## src/rtl/alu_if.sv

```systemverilog
// ALU operand/result bundle between decode and the ALU.
// master drives operands/opcode, slave returns the result.
interface alu_if #(
    parameter int DATA_BIT_WIDTH = 32,
    parameter int OP_BIT_WIDTH   = 5
);
    logic [DATA_BIT_WIDTH-1:0] src1;
    logic [DATA_BIT_WIDTH-1:0] src2;
    logic [OP_BIT_WIDTH-1:0]   opcode;
    logic [DATA_BIT_WIDTH-1:0] data_out;

    modport master (
        output src1,
        output src2,
        output opcode,
        input  data_out
    );

    modport slave (
        input  src1,
        input  src2,
        input  opcode,
        output data_out
    );
endinterface

```

## src/rtl/alu.sv

```systemverilog
// Single-cycle integer ALU with a registered result.
// Define ALU_SIGNED_CMP_EN for signed LT/LTE/GTE/GT (unsigned otherwise).
module alu #(
    parameter int DATA_BIT_WIDTH = 32,
    parameter int OP_BIT_WIDTH   = 5
) (
    input  logic  clk,
    input  logic  reset,
    alu_if.slave  bus
);
    localparam int W = DATA_BIT_WIDTH;
    localparam int H = DATA_BIT_WIDTH / 2;

    localparam logic [OP_BIT_WIDTH-1:0] OP_ADD  = OP_BIT_WIDTH'(0);
    localparam logic [OP_BIT_WIDTH-1:0] OP_SUB  = OP_BIT_WIDTH'(1);
    localparam logic [OP_BIT_WIDTH-1:0] OP_AND  = OP_BIT_WIDTH'(2);
    localparam logic [OP_BIT_WIDTH-1:0] OP_OR   = OP_BIT_WIDTH'(3);
    localparam logic [OP_BIT_WIDTH-1:0] OP_XOR  = OP_BIT_WIDTH'(4);
    localparam logic [OP_BIT_WIDTH-1:0] OP_NAND = OP_BIT_WIDTH'(5);
    localparam logic [OP_BIT_WIDTH-1:0] OP_NOR  = OP_BIT_WIDTH'(6);
    localparam logic [OP_BIT_WIDTH-1:0] OP_XNOR = OP_BIT_WIDTH'(7);
    localparam logic [OP_BIT_WIDTH-1:0] OP_F    = OP_BIT_WIDTH'(8);
    localparam logic [OP_BIT_WIDTH-1:0] OP_EQ   = OP_BIT_WIDTH'(9);
    localparam logic [OP_BIT_WIDTH-1:0] OP_LT   = OP_BIT_WIDTH'(10);
    localparam logic [OP_BIT_WIDTH-1:0] OP_LTE  = OP_BIT_WIDTH'(11);
    localparam logic [OP_BIT_WIDTH-1:0] OP_T    = OP_BIT_WIDTH'(12);
    localparam logic [OP_BIT_WIDTH-1:0] OP_NE   = OP_BIT_WIDTH'(13);
    localparam logic [OP_BIT_WIDTH-1:0] OP_GTE  = OP_BIT_WIDTH'(14);
    localparam logic [OP_BIT_WIDTH-1:0] OP_GT   = OP_BIT_WIDTH'(15);
    localparam logic [OP_BIT_WIDTH-1:0] OP_MVHI = OP_BIT_WIDTH'(16);

    logic [W-1:0] data_out_d;
    logic [W-1:0] data_out_q;
    logic         eq;
    logic         lt;

    // Shared compare primitives; ordering compares derive from eq/lt.
    always_comb begin
        eq = (bus.src1 == bus.src2);
`ifdef ALU_SIGNED_CMP_EN
        lt = ($signed(bus.src1) < $signed(bus.src2));
`else
        lt = (bus.src1 < bus.src2);
`endif
    end

    // Result select; compares zero-extend into bit 0.
    always_comb begin
        data_out_d = '0;
        case (bus.opcode)
            OP_ADD:  data_out_d = bus.src1 + bus.src2;
            OP_SUB:  data_out_d = bus.src1 - bus.src2;
            OP_AND:  data_out_d = bus.src1 & bus.src2;
            OP_OR:   data_out_d = bus.src1 | bus.src2;
            OP_XOR:  data_out_d = bus.src1 ^ bus.src2;
            OP_NAND: data_out_d = ~(bus.src1 & bus.src2);
            OP_NOR:  data_out_d = ~(bus.src1 | bus.src2);
            OP_XNOR: data_out_d = ~(bus.src1 ^ bus.src2);
            OP_F:    data_out_d = '0;
            OP_EQ:   data_out_d = {{(W-1){1'b0}}, eq};
            OP_LT:   data_out_d = {{(W-1){1'b0}}, lt};
            OP_LTE:  data_out_d = {{(W-1){1'b0}}, lt | eq};
            OP_T:    data_out_d = {{(W-1){1'b0}}, 1'b1};
            OP_NE:   data_out_d = {{(W-1){1'b0}}, ~eq};
            OP_GTE:  data_out_d = {{(W-1){1'b0}}, ~lt};
            OP_GT:   data_out_d = {{(W-1){1'b0}}, ~(lt | eq)};
            OP_MVHI: data_out_d = {bus.src2[H-1:0], {H{1'b0}}};
            default: data_out_d = '0;
        endcase
    end

    // Capture the result every edge; reset clears it immediately.
    always_ff @(posedge clk or posedge reset) begin
        if (reset) begin
            data_out_q <= '0;
        end else begin
            data_out_q <= data_out_d;
        end
    end

    assign bus.data_out = data_out_q;
endmodule

```

## src/flat_wrapper.sv

```systemverilog
// flat-port wrapper written by rule: the top's interface ports become plain ports
module alu_flat 
#(
    parameter int DATA_BIT_WIDTH = 32,
    parameter int OP_BIT_WIDTH   = 5
)
  (clk, reset, bus_src1, bus_src2, bus_opcode, bus_data_out);
  alu_if #(.DATA_BIT_WIDTH(DATA_BIT_WIDTH), .OP_BIT_WIDTH(OP_BIT_WIDTH)) bus_i ();
  input  logic clk;
  input  logic reset;
  input wire logic [$bits(bus_i.src1)-1:0] bus_src1;
  input wire logic [$bits(bus_i.src2)-1:0] bus_src2;
  input wire logic [$bits(bus_i.opcode)-1:0] bus_opcode;
  output wire logic [$bits(bus_i.data_out)-1:0] bus_data_out;
  assign bus_i.src1 = bus_src1;
  assign bus_i.src2 = bus_src2;
  assign bus_i.opcode = bus_opcode;
  assign bus_data_out = bus_i.data_out;
  alu #(.DATA_BIT_WIDTH(DATA_BIT_WIDTH), .OP_BIT_WIDTH(OP_BIT_WIDTH)) u_core (.clk(clk), .reset(reset), .bus(bus_i));
endmodule
```

## config.mk

```make
export PLATFORM = sky130hd
export DESIGN_NAME = alu_flat
export DESIGN_NICKNAME = d
export VERILOG_FILES = /design/src/rtl/alu_if.sv /design/src/rtl/alu.sv /design/src/flat_wrapper.sv
export SDC_FILE = /design/constraint.sdc
export NUM_CORES = 1
export LEC_CHECK = 0
export ABC_AREA = 1
export ABC_CLOCK_PERIOD_IN_PS = 1160
export BUFFER_PORTS_ARGS = -buffer_cell sky130_fd_sc_hd__buf_2
export CAP_MARGIN = 10
export CORE_ASPECT_RATIO = 0.5
export CORE_MARGIN = 1.5
export CORE_UTILIZATION = 55
export DETAILED_ROUTE_END_ITERATION = 6
export PLACE_DENSITY = 0.76
export SLEW_MARGIN = 15
export SYNTH_ARGS = -nofsm -noshare
export SYNTH_HDL_FRONTEND = slang
export SYNTH_SLANG_ARGS = --single-unit
```

## constraint.sdc

```tcl
create_clock -name clk -period 1.16 [get_ports clk]
set_clock_uncertainty 0.05 [all_clocks]
set_input_delay 0.29 -clock clk [delete_from_list [all_inputs] [get_ports clk]]
set_output_delay 0.29 -clock clk [all_outputs]
set_load 0.01 [all_outputs]
```

==> results of run 1 <==
[synthesized netlist by cell type (all sizes together)]
master | n | area share [%]
a211oi | 6 | 0.56
o21bai | 6 | 0.56
nor2 | 144 | 7.7
a22o | 1 | 0.11
a22oi | 1 | 0.093
fa | 2 | 0.49
and2 | 4 | 0.31
nand3b | 4 | 0.37
o2111ai | 14 | 1.5
o211ai | 8 | 0.74
nor3 | 20 | 1.2
a221oi | 5 | 0.54
xnor2 | 2 | 0.22
nor4 | 10 | 0.77
clkbuf | 2 | 0.11
nand3 | 123 | 8.1
o21ai | 32 | 2.0
a21oi | 57 | 3.6
o22ai | 34 | 2.7
buf | 42 | 3.5
ha | 100 | 15
o221ai | 3 | 0.32
dfrtp | 32 | 9.9
xor2 | 1 | 0.11
nand4 | 11 | 0.85
o2bb2ai | 2 | 0.22
inv | 304 | 14
nor3b | 1 | 0.093
nand2 | 508 | 24
[kinds of logic after synthesis]
logic type	after synthesis
flip-flops	32
adder cells (fa/ha/maj)	102
XOR/XNOR	3
AO/OA/AOI/OAI	169
AND/OR/NAND/NOR	825
buffers and inverters	348
[per-stage QoR]
step                      cells  setup TNS, ns  util [%]
after CTS                  2104         -14.95     95.53
after floorplan            1479         -14.08         -
after detailed placement   2060         -28.49     84.82
after global placement     2060         -26.37     84.82
[routing by layer]
layer / overflow / GRT usage [%]
met5: 0 / 55.06
met4: 33 / 87.33
met3: 7 / 68.86
met2: 44 / 98.55
met1: 2 / 80.31
[what timing repair did]
action	4_1_cts
pin swaps	137
resized for setup	311
endpoints found under the hold margin	0
endpoints found under the setup margin	38
setup buffers	37
==> summary.txt, run 1 <==
Row count -> 31
Placer Congestion -> 1.101
Port Buffers -> 102
Post-synthesis cell count -> 1479
Place WS -> -1.042 ns
CTS root buf -> clkbuf_16
Die Wd -> 174.6 um
First-pass GRT wire length -> 96420 um
Outcome -> aborted with a tool error
Io pins -> 103
Cts hold-fix bufs -> 0
Yosys warns -> 0
Vias in the first global route -> 16326
Library cells used by synthesis -> 41
Failed at -> global routing (5_1_grt)
Post-synthesis adder-cell area fraction -> 15.95%
Syn Nets -> 1652
Synth Area in XOR/XNOR -> 0.3245%
Sequential area share after synthesis -> 9.890%
Compound-Gate Fraction of Synth Area -> 12.95%
Maximum root-to-sink buffer count -> 2
Main combinational cell family by area after synthesis -> simple AND/OR/NAND/NOR gates
Largest net degree at the start of global routing -> 33
Mapped cell area -> 8097 sq um
All-layer global routing usage -> 82.60%
Mean Syn Cell Area -> 5.474 sq um
Synthesis-stage register bit count -> 32
Total CTS buffers -> 5
Initial Util -> 56.11%
Error msg -> [ERROR GRT-0116] Global routing finished with congestion. Check the congestion regions in the DRC Viewer.
CTS H-tree depth -> 2
Post-synthesis mux area share -> 0%
# clock sinks -> 32
Detail Placement HPWL -> 31210 um
Die Height -> 88.80 um
Dpl cell area -> 12240 sq um
Overflow after GRT -> 86
Simple-Gate Fraction of Synth Area -> 43.16%
==> run 2, diff against run 1 <==
--- a/config.mk
+++ b/config.mk
@@ -9,11 +9,10 @@
 export ABC_CLOCK_PERIOD_IN_PS = 1160
 export BUFFER_PORTS_ARGS = -buffer_cell sky130_fd_sc_hd__buf_2
 export CAP_MARGIN = 10
-export CORE_ASPECT_RATIO = 0.5
 export CORE_MARGIN = 1.5
-export CORE_UTILIZATION = 55
+export CORE_UTILIZATION = 40
 export DETAILED_ROUTE_END_ITERATION = 6
-export PLACE_DENSITY = 0.76
+export PLACE_DENSITY_LB_ADDON = 0.15
 export SLEW_MARGIN = 15
 export SYNTH_ARGS = -nofsm -noshare
 export SYNTH_HDL_FRONTEND = slang
==> run 2 against run 1 <==
  * The flow now finishes, with violations (setup timing)
  * Synthesized cell count is the same
  * Synthesized area unchanged
==> summary.txt, run 2 <==
Max Fanout on Critical Path -> 4
PD cells -> 656.7 nW/um^2
Placer Congestion -> 0.9971 (-9.4%)
CP max-delay cell -> fa_2
Total CTS buffers -> 5 (unchanged)
Failing checks -> setup timing
Proportion of layout cells with a drive suffix above 1 -> 53.96%
Critical path's largest stage delay -> 0.40 ns
Crit-path cells -> buf_12, inv_12, ha_4, inv_4, fa_2, nand3_2, nand3_4, nand2_1, nand2_2, a21oi_1, nand2_1, nand3_1, nand3_2
Finished Layout Cells -> 2222
Syn Nets -> 1652 (unchanged)
All-layer global routing usage -> 38.18%
Critical path arrival -> 1.89 ns
Crit path capture type -> register
Area of the multi-input gates -> 8109 sq um
Mapped cell area -> 8097 sq um (unchanged)
Library cells used by synthesis -> 41 (unchanged)
Total Power -> 9.903 mW
Top-count cell post-synth -> nand2_1
Filler Cell Count -> 1539
Initial antenna violation count -> 0
Post-DRT Antenna Nets -> 0
Overflow after GRT -> 0
Yosys top cell by area -> nand2_1
Max_slew headroom -> 62.30%
Nets -> 2129
Commonest cells after routing, fill and taps aside -> 340 x buf_4, 331 x nand2_1, 188 x inv_1, 126 x nand2_2, 81 x inv_2
Die Height -> 145.3 um (+64%)
Clock-pin slew on the worst setup and hold paths -> 0.07 ns
Worst slew pin tran -> 0.5604 ns
DRT Wirelength -> 42130 um
Worst Setup Path Type -> input port to register
Place WS -> -1.071 ns (-0.02916 ns)
Post-synthesis mux area share -> 0% (unchanged)
Max Freq -> 0.5634 GHz
Initial DRC count -> 1146
Synth top cells by count -> 503 x nand2_1, 292 x inv_1, 124 x nor2_1
Io pins -> 103 (unchanged)
Compound-Gate Fraction of Synth Area -> 12.95% (unchanged)
Synthesis-stage register bit count -> 32 (unchanged)
Crit path capture -> u_core.bus.data_out[18]$_DFF_PP0_
Maximum VDD drop -> 0.7339 mV
Drt pass-1 iters -> 5
Critical Path Stages -> 13
Area Growth Syn to Fin -> 86.26%
Die Wd -> 145.3 um (-17%)
Synth top area share -> 23.32% (unchanged)
WL per Instance -> 18.96 um
Period Utilization, post-route -> 153.0%
Final setup fails -> 42
Die ar. -> 21100 sq um
Commonest non-fill, non-tap cell in the layout -> buf_4
Min-Delay Path Class -> input port to async pin
Final setup margin -> -0.6149 ns
Initial Util -> 41.20% (-15 points)
Required @ worst endpoint -> 1.27 ns
Routed via count -> 11835
Synth Area in XOR/XNOR -> 0.3245% (unchanged)
Via density -> 5.326
N_diodes -> 0
Main combinational cell family by area after synthesis -> simple AND/OR/NAND/NOR gates
Register Area -> 800.8 sq um
Max-cap violation count -> 0
Hold Vio Cnt, Final -> 0
Synth Flop Type -> dfrtp_1
Core ar. -> 19650 sq um
Worst setup startpoint -> bus_src1[0]
Simple-Gate Fraction of Synth Area -> 43.16% (unchanged)
EDFF count, synth -> 0 (unchanged)
Row count -> 51 (+65%)
CTS root buf -> clkbuf_16
TritonCTS clock tree -> done
Yosys warns -> 0 (unchanged)
Sequential area share after synthesis -> 9.890% (unchanged)
Final Max Tran Viols -> 0
Cts hold-fix bufs -> 0 (unchanged)
Maximum root-to-sink buffer count -> 2 (unchanged)
CTS H-tree depth -> 2 (unchanged)
Post-placement cell count -> 2163 (+5.0%)
Mean Syn Cell Area -> 5.474 sq um (unchanged)
Max reg flops -> 32
Vias in the first global route -> 11312
DRC -> 0
# clock sinks -> 32 (unchanged)
Leak -> 8.085 nW
Largest net degree at the start of global routing -> 33
Port Buffers -> 102 (unchanged)
First-pass GRT wire length -> 62530 um
Most area-consuming cells after synthesis -> nand2_1 23%, ha_1 15%, inv_1 14%, dfrtp_1 9.9%, nand3_1 7.1%
Post-synthesis cell count -> 1479 (unchanged)
Final min period -> 1.775 ns
Async set or reset register ratio after synthesis -> 100.0% (unchanged)
Crit path buf inv count -> 3
Post-synthesis adder-cell area fraction -> 15.95% (unchanged)
Detail Placement HPWL -> 32370 um (+3.7%)
RSZ-0062 raised after global routing -> yes
CP top delay family -> simple AND/OR/NAND/NOR gates
Outcome -> finished with violations
Crit start category -> input port
==> run 2: cell counts after synthesis <==
No cell type changed its count.
==> run 2: routing by layer <==
metal	global-route usage [%]	share of wire, %	vias up
li1	-	-	5582
met1	51.58	41	5477
met2	59.31	44	636
met3	7.138	10	140
met4	15.82	4.7	0
met5	0	0	-
==> run 2: layout make-up <==
type,count,area share [%]
Multi-Input combinational cell,1099,53.77
Tap cell,265,2.199
Clock inverter,1,0.1991
Timing Repair Buffer,514,28.96
Inverter,304,8.554
Sequential cell,32,5.310
Clock buffer,7,1.012
==> run 2: kinds of logic (layout without fill, tap and decap cells) <==
group | after synthesis | after routing
AND/OR/NAND/NOR | 825 | 825
buffers and inverters | 348 | 826
AO/OA/AOI/OAI | 169 | 169
adder cells (fa/ha/maj) | 102 | 102
flip-flops | 32 | 32
XOR/XNOR | 3 | 3
==> run 2: through the flow <==
step                setup TNS [ns]  utilization [%]  instance area (sq um)  hold slack (ns)
CTS                         -14.59            72.73                  14290        0.0004348
global route                -18.74            76.73                  15080          0.02900
global placement            -27.92            63.88                  12560           0.3240
detailed placement          -28.40            63.88                  12560           0.3225
floorplan                   -14.08                -                   9185           0.3562
finish                      -16.49            76.73                  15080         0.007241
==> run 2: repair_timing <==
action / CTS / global route
pin swaps: 202 / 127
setup endpoints to repair: 38 / 48
buffers inserted: 40 / 19
gates resized for setup: 374 / 172
==> run 2: tightest hold or removal path: stages <==
cell    delay [ns]
buf_2         0.10
inv_1         0.09
buf_12        0.26
==> run 2: worst min path at each step <==
stage | startpoint | end | slack, ns | cells past startpoint
floorplan | reset | u_core.bus.data_out[0]$_DFF_PP0_ | 0.36 | 1
global placement | reset | u_core.bus.data_out[16]$_DFF_PP0_ | 0.32 | 3
detailed placement | reset | u_core.bus.data_out[16]$_DFF_PP0_ | 0.32 | 3
CTS | reset | u_core.bus.data_out[15]$_DFF_PP0_ | 0.0004 | 3
global route | reset | u_core.bus.data_out[15]$_DFF_PP0_ | 0.03 | 3
finish | reset | u_core.bus.data_out[14]$_DFF_PP0_ | 0.007 | 3
==> run 2: where the power goes <==
part           switching (mW)  total (mW)  internal [mW]
Clock                   0.708        1.85           1.14
Combinational            3.74        6.79           3.05
Sequential             0.0406        1.27           1.23
Total                    4.49        9.90           5.42
No activity file was read; power rests on OpenSTA's default activity.
==> run 3, diff against run 2 <==
--- a/config.mk
+++ b/config.mk
@@ -5,7 +5,6 @@
 export SDC_FILE = /design/constraint.sdc
 export NUM_CORES = 1
 export LEC_CHECK = 0
-export ABC_AREA = 1
 export ABC_CLOCK_PERIOD_IN_PS = 1160
 export BUFFER_PORTS_ARGS = -buffer_cell sky130_fd_sc_hd__buf_2
 export CAP_MARGIN = 10
==> run 3 against run 2 <==
  * The flow still finishes with violations (setup timing)
  * Routed wire length is 26% lower
  * Critical path depth unchanged
  * Sequential share of layout area is 1.3 points higher
  * Clock power down 19%
  * Synthesized cell count shrank 35%
  * Sequential cell count did not move
  * Sequential power grew 3%
  * Fmax decreased by 33%
  * Hold slack improved by 0.32 ns
  * Count of clock-buffer cells in the layout shrank 1
  * Via count shrank 20%
  * Non-clock buffer count is 2 lower
  * Largest cell class unchanged
  * Largest power group unchanged
  * Highest routed layer unchanged
==> summary.txt, run 3 <==
Die ar. -> 17240 sq um (-18%)
Die Wd -> 131.3 um (-9.6%)
Leak -> 5.776 nW (-29%)
Via density -> 5.820 (+9.3%)
WL per Instance -> 19.06 um (+0.52%)
Synth Flop Type -> dfrtp_1
Row count -> 46 (-9.8%)
TritonCTS clock tree -> done
# clock sinks -> 32 (unchanged)
Largest net degree at the start of global routing -> 33 (unchanged)
Crit start category -> input port
Clock-pin slew on the worst setup and hold paths -> 0.07 ns (about the same)
Synth top area share -> 19.00% (-4.3 points)
Min-Delay Startpoint -> bus_src2[2]
Proportion of layout cells with a drive suffix above 1 -> 52.33% (-1.6 points)
Failing checks -> setup timing
Library cells used by synthesis -> 79 (+93%)
Hold Vio Cnt, Final -> 0 (unchanged)
Worst Setup Path Type -> input port to register
All-layer global routing usage -> 33.34% (-4.8 points)
Top-count cell post-synth -> ha_1
Maximum VDD drop -> 0.5452 mV (-26%)
Async set or reset register ratio after synthesis -> 100.0% (unchanged)
PD cells -> 690.8 nW/um^2 (+5.2%)
DRC -> 0 (unchanged)
Final min period -> 2.644 ns (+0.8688 ns)
RSZ-0062 raised after global routing -> yes
Overflow after GRT -> 0 (unchanged)
Core ar. -> 16000 sq um (-19%)
Initial DRC count -> 671 (-41%)
Max Fanout on Critical Path -> 4 (unchanged)
Min-Delay Path Class -> input port to register
Total Power -> 8.329 mW (-16%)
Yosys warns -> 0 (unchanged)
Drt pass-1 iters -> 5 (unchanged)
Mapped cell area -> 6584 sq um (-19%)
Initial Util -> 41.15% (-0.048 points)
First-pass GRT wire length -> 45860 um (-27%)
Critical path arrival -> 2.79 ns (+0.90 ns)
Total CTS buffers -> 5 (unchanged)
Final setup fails -> 37 (-12%)
CTS H-tree depth -> 2 (unchanged)
Mean Syn Cell Area -> 6.894 sq um (+26%)
Detail Placement HPWL -> 22340 um (-31%)
Commonest cells after routing, fill and taps aside -> 369 x buf_4, 89 x nand2_1, 81 x nor2_1, 81 x buf_2, 66 x ha_1
Sequential area share after synthesis -> 12.16% (+2.3 points)
Max-cap violation count -> 0 (unchanged)
Maximum root-to-sink buffer count -> 2 (unchanged)
Area Growth Syn to Fin -> 83.12%
Final setup margin -> -1.484 ns (-0.8688 ns)
Nets -> 1586 (-26%)
Worst slew pin tran -> 0.6945 ns (+0.1341 ns)
N_diodes -> 0 (unchanged)
DRT Wirelength -> 31060 um (-26%)
Initial antenna violation count -> 0 (unchanged)
Post-synthesis cell count -> 955 (-35%)
Post-DRT Antenna Nets -> 0 (unchanged)
Placer Congestion -> 0.9673 (-3.0%)
Most area-consuming cells after synthesis -> ha_1 19%, dfrtp_1 12%, a21oi_1 6.6%, nand2_1 5.4%, inv_1 5.4%
Period Utilization, post-route -> 227.9% (+75 points)
Die Height -> 131.3 um (-9.6%)
Max reg flops -> 32 (unchanged)
Syn Nets -> 1128 (-32%)
Io pins -> 103 (unchanged)
Synthesis-stage register bit count -> 32 (unchanged)
Outcome -> finished with violations
Final Max Tran Viols -> 0 (unchanged)
Yosys top cell by area -> ha_1
Port Buffers -> 102 (unchanged)
Commonest non-fill, non-tap cell in the layout -> buf_4
Synth top cells by count -> 100 x ha_1, 95 x nand2_1, 94 x inv_1
Worst setup startpoint -> bus_src2[0]
Required @ worst endpoint -> 1.31 ns (+0.04 ns)
Max_slew headroom -> 53.70% (-8.6 points)
EDFF count, synth -> 0 (unchanged)
Crit path capture type -> register
Vias in the first global route -> 9017 (-20%)
Final core occ -> 75.35% (-1.4 points)
Max Freq -> 0.3783 GHz (-33%)
CTS root buf -> clkbuf_16
Routed via count -> 9486 (-20%)
[run 3: metrics by stage]
step	cell area [sq um]	setup WS (ns)	instances	TNS, ns	hold slack [ns]
2_1_floorplan	7356	-1.588	955	-33.04	0.3562
6_report	12060	-1.484	1630	-37.22	0.3241
5_1_grt	12060	-1.584	1630	-39.76	0.3325
3_5_place_dp	10350	-1.951	1561	-48.35	0.3100
3_3_place_gp	10350	-1.876	1561	-47.74	0.3068
4_1_cts	11380	-1.448	1605	-36.05	0.3170
[run 3: cells by family (layout without fill, tap and decap cells)]
kind of cell | after synthesis | after routing | share of synthesized area [%]
buffers and inverters | 157 | 616 | 9.312
multiplexers | 6 | 6 | 0.9312
flip-flops | 32 | 32 | 12.16
XOR/XNOR | 3 | 3 | 0.3992
adder cells (fa/ha/maj) | 102 | 102 | 19.61
AND/OR/NAND/NOR | 296 | 296 | 20.62
AO/OA/AOI/OAI | 359 | 359 | 36.96
[run 3: layer usage]
| metal | routed length [um] | global-route usage (%) | up-vias | part of all wire, % |
|---|---|---|---|---|
| met5 | 0 | 0 | - | 0 |
| met4 | 1712 | 15.06 | 0 | 5.5 |
| met3 | 2397 | 4.977 | 144 | 7.7 |
| met2 | 14950 | 58.17 | 501 | 48 |
| met1 | 12010 | 40.47 | 4456 | 39 |
| li1 | - | - | 4385 | - |
[run 3: where the power goes]
group | internal [mW] | switching (mW)
Combinational | 2.77 | 2.76
Clock | 0.850 | 0.637
Sequential | 1.26 | 0.0415
[run 3: final timing paths]
check,endpoint,cells past startpoint
max,u_core.bus.data_out[24]$_DFF_PP0_,13
min,u_core.bus.data_out[18]$_DFF_PP0_,4
max in group asynchronous,u_core.bus.data_out[1]$_DFF_PP0_,4
min in group asynchronous,u_core.bus.data_out[21]$_DFF_PP0_,4
[run 3: layout make-up]
class | instances | area, sq um
clock buffers | 6 | 138.9
clock inverters | 2 | 10.01
fillers | 1225 | 3944
inverters | 96 | 442.9
multi-input cells | 766 | 6441
flip-flops and latches | 32 | 800.8
well taps | 216 | 270.3
repair buffers | 512 | 3953
[run 3: worst max-delay path, stage by stage]
cell	delay (ns)
buf_8	0.10
ha_4	0.15
fa_2	0.35
a21o_1	0.24
a31oi_4	0.19
o41a_4	0.18
a21oi_4	0.06
a31o_1	0.24
a21o_1	0.18
a21o_1	0.17
o2111a_2	0.28
a211o_1	0.23
o211a_1	0.12
[run 3: repair_timing]
| item | CTS | global route |
|---|---|---|
| hold buffers | 1 | 0 |
| resized for setup | 140 | 116 |
| pin swaps | 101 | 100 |
| buffers inserted | 39 | 32 |
| hold endpoints to repair | 21 | 0 |
| endpoints found under the setup margin | 37 | 39 |
| cloned | 0 | 0 |
==> run 4, diff against run 3 <==
--- a/config.mk
+++ b/config.mk
@@ -12,6 +12,7 @@
 export CORE_UTILIZATION = 40
 export DETAILED_ROUTE_END_ITERATION = 6
 export PLACE_DENSITY_LB_ADDON = 0.15
+export RECOVER_POWER = 100
 export SLEW_MARGIN = 15
 export SYNTH_ARGS = -nofsm -noshare
 export SYNTH_HDL_FRONTEND = slang
==> run 4 against run 3 <==
  * The flow still finishes with violations (setup timing)
  * Setup slack hardly changed
  * First-iteration DRC count is 1.9% lower
  * Non-clock buffer count stayed put
  * Power hardly changed
  * Hold slack hardly changed
  * Sequential power hardly changed
  * Sequential cell count stayed put
  * Combinational power hardly changed
  * Routed wire length is 0.16% higher
  * Core utilization is 0.070 points lower
  * Cell area hardly changed
  * Critical path type unchanged
  * Critical endpoint is now u_core.bus.data_out[31]$_DFF_PP0_
  * Largest cell class unchanged
  * Largest power group unchanged
==> summary.txt, run 4 (synthesis gave the netlist of run 3 again) <==
Max reg flops -> 32 (unchanged)
# clock sinks -> 32 (unchanged)
Post-placement cell count -> 1561 (unchanged)
RSZ-0062 raised after global routing -> yes
DRT Wirelength -> 31110 um (+0.16%)
Detail Placement HPWL -> 22340 um (unchanged)
Row count -> 46 (unchanged)
Most used cell, CP -> o31a_1
Die ar. -> 17240 sq um (unchanged)
Commonest non-fill, non-tap cell in the layout -> buf_4
Filler Cell Count -> 1227 (+0.16%)
Crit path capture type -> register
Clock-pin slew on the worst setup and hold paths -> 0.07 ns (about the same)
Max-cap violation count -> 0 (unchanged)
Register Area -> 800.8 sq um (unchanged)
Port Buffers -> 102 (unchanged)
Maximum root-to-sink buffer count -> 2 (unchanged)
Critical path's largest stage delay -> 0.36 ns (about the same)
Initial antenna violation count -> 0 (unchanged)
Final Instance Area -> 12050 sq um (about the same)
Critical path arrival -> 2.82 ns (+0.03 ns)
Io pins -> 103 (unchanged)
Commonest cells after routing, fill and taps aside -> 369 x buf_4, 89 x nand2_1, 81 x nor2_1, 66 x ha_1, 63 x buf_2
Max_slew headroom -> 53.72% (about the same)
WL per Instance -> 19.09 um (+0.16%)
Worst Hold Path EP -> u_core.bus.data_out[18]$_DFF_PP0_
Required @ worst endpoint -> 1.34 ns (+0.03 ns)
Drt pass-1 iters -> 5 (unchanged)
CTS root buf -> clkbuf_16
Crit-path cells -> buf_2, buf_4, ha_1, or2_2, o311a_1, o31a_1, o21ai_2, a21oi_2, o31a_1, o41ai_2, mux2i_1, o21ai_1
Overflow after GRT -> 0 (unchanged)
Proportion of layout cells with a drive suffix above 1 -> 52.19% (-0.14 points)
Placer Congestion -> 0.9673 (unchanged)
Final core occ -> 75.28% (about the same)
First-pass GRT wire length -> 45860 um (unchanged)
Routed via count -> 9480 (-0.063%)
CP max-delay cell -> or2_2
Leak -> 5.761 nW (-0.26%)
Place WS -> -1.951 ns (unchanged)
Final setup fails -> 37 (unchanged)
Max Freq -> 0.3783 GHz (about the same)
Area of the multi-input gates -> 6441 sq um (unchanged)
Largest net degree at the start of global routing -> 33 (unchanged)
Die Wd -> 131.3 um (unchanged)
Failing checks -> setup timing
Core ar. -> 16000 sq um (unchanged)
TritonCTS clock tree -> done
Crit path buf inv count -> 2 (+1)
Dpl cell area -> 10350 sq um (unchanged)
Maximum VDD drop -> 0.5483 mV (+0.55%)
Initial Util -> 41.15% (unchanged)
TNS Setup -> -37.32 ns (-0.09970 ns)
CTS H-tree depth -> 2 (unchanged)
Final min period -> 2.644 ns (-0.00008000 ns)
Worst slew pin tran -> 0.6942 ns (-0.0002204 ns)
Min-Delay Path Class -> input port to register
Final setup margin -> -1.484 ns (+0.00008000 ns)
N_diodes -> 0 (unchanged)
All-layer global routing usage -> 33.34% (unchanged)
Via density -> 5.816 (about the same)
Outcome -> finished with violations
DRC -> 0 (unchanged)
Crit start category -> input port
Die Height -> 131.3 um (unchanged)
Worst Setup Path Type -> input port to register
Total Power -> 8.327 mW (about the same)
PD cells -> 691.3 nW/um^2 (about the same)
Min-Delay Startpoint -> bus_src2[2]
Nets -> 1586 (unchanged)
Area Growth Syn to Fin -> 82.95% (about the same)
Hold depth -> 4 (unchanged)
Finished Layout Cells -> 1630 (unchanged)
Total CTS buffers -> 5 (unchanged)
Hold Vio Cnt, Final -> 0 (unchanged)
Period Utilization, post-route -> 227.9% (about the same)
Vias in the first global route -> 9017 (unchanged)
CP top delay family -> compound AO/OA/AOI/OAI gates
Final Max Tran Viols -> 0 (unchanged)
Min Hold Slack -> 0.3238 ns (-0.0003140 ns)
Post-DRT Antenna Nets -> 0 (unchanged)
Max Fanout on Critical Path -> 6 (+2)
Initial DRC count -> 658 (-1.9%)
-- run 4: worst max path at each step --
stage | depth (start not counted) | endpoint | startpoint
detailed placement | 15 | u_core.bus.data_out[31]$_DFF_PP0_ | bus_src1[0]
floorplan | 12 | u_core.bus.data_out[24]$_DFF_PP0_ | bus_src2[0]
finish | 12 | u_core.bus.data_out[31]$_DFF_PP0_ | bus_src2[9]
CTS | 13 | u_core.bus.data_out[24]$_DFF_PP0_ | bus_src2[0]
global placement | 13 | u_core.bus.data_out[24]$_DFF_PP0_ | bus_src2[0]
global route | 12 | u_core.bus.data_out[31]$_DFF_PP0_ | bus_src2[9]
-- run 4: routing by layer --
metal	vias to the layer above	global-route usage (%)	wire length [um]
li1	4380	-	-
met1	4429	40.47	11930
met2	524	58.17	14880
met3	147	4.977	2546
met4	0	15.06	1752
met5	-	0	0
-- run 4: cell type report --
| cell class | count | share of cell area, % |
|---|---|---|
| clock buffers | 6 | 1.153 |
| repair buffers | 512 | 32.72 |
| clock inverters | 2 | 0.08310 |
| flip-flops and latches | 32 | 6.648 |
| multi-input cells | 766 | 53.47 |
| well taps | 216 | 2.244 |
| inverters | 96 | 3.677 |
-- run 4: tightest hold or removal path: stages --
cell	delay [ns]
buf_8	0.08
buf_4	0.10
a221oi_1	0.08
o2111ai_2	0.07
-- run 4: repair_timing --
action | CTS | global route
endpoints found under the hold margin | 21 | 0
resized for setup | 140 | 116
hold buffers | 1 | 0
pin swaps | 101 | 100
cloned | 0 | 0
setup buffers | 39 | 32
setup endpoints to repair | 37 | 39
-- run 4: power breakdown --
part           total, mW  internal (mW)  switching, mW
logic               5.53           2.77           2.77
registers           1.31           1.27         0.0451
clock network       1.48          0.850          0.632
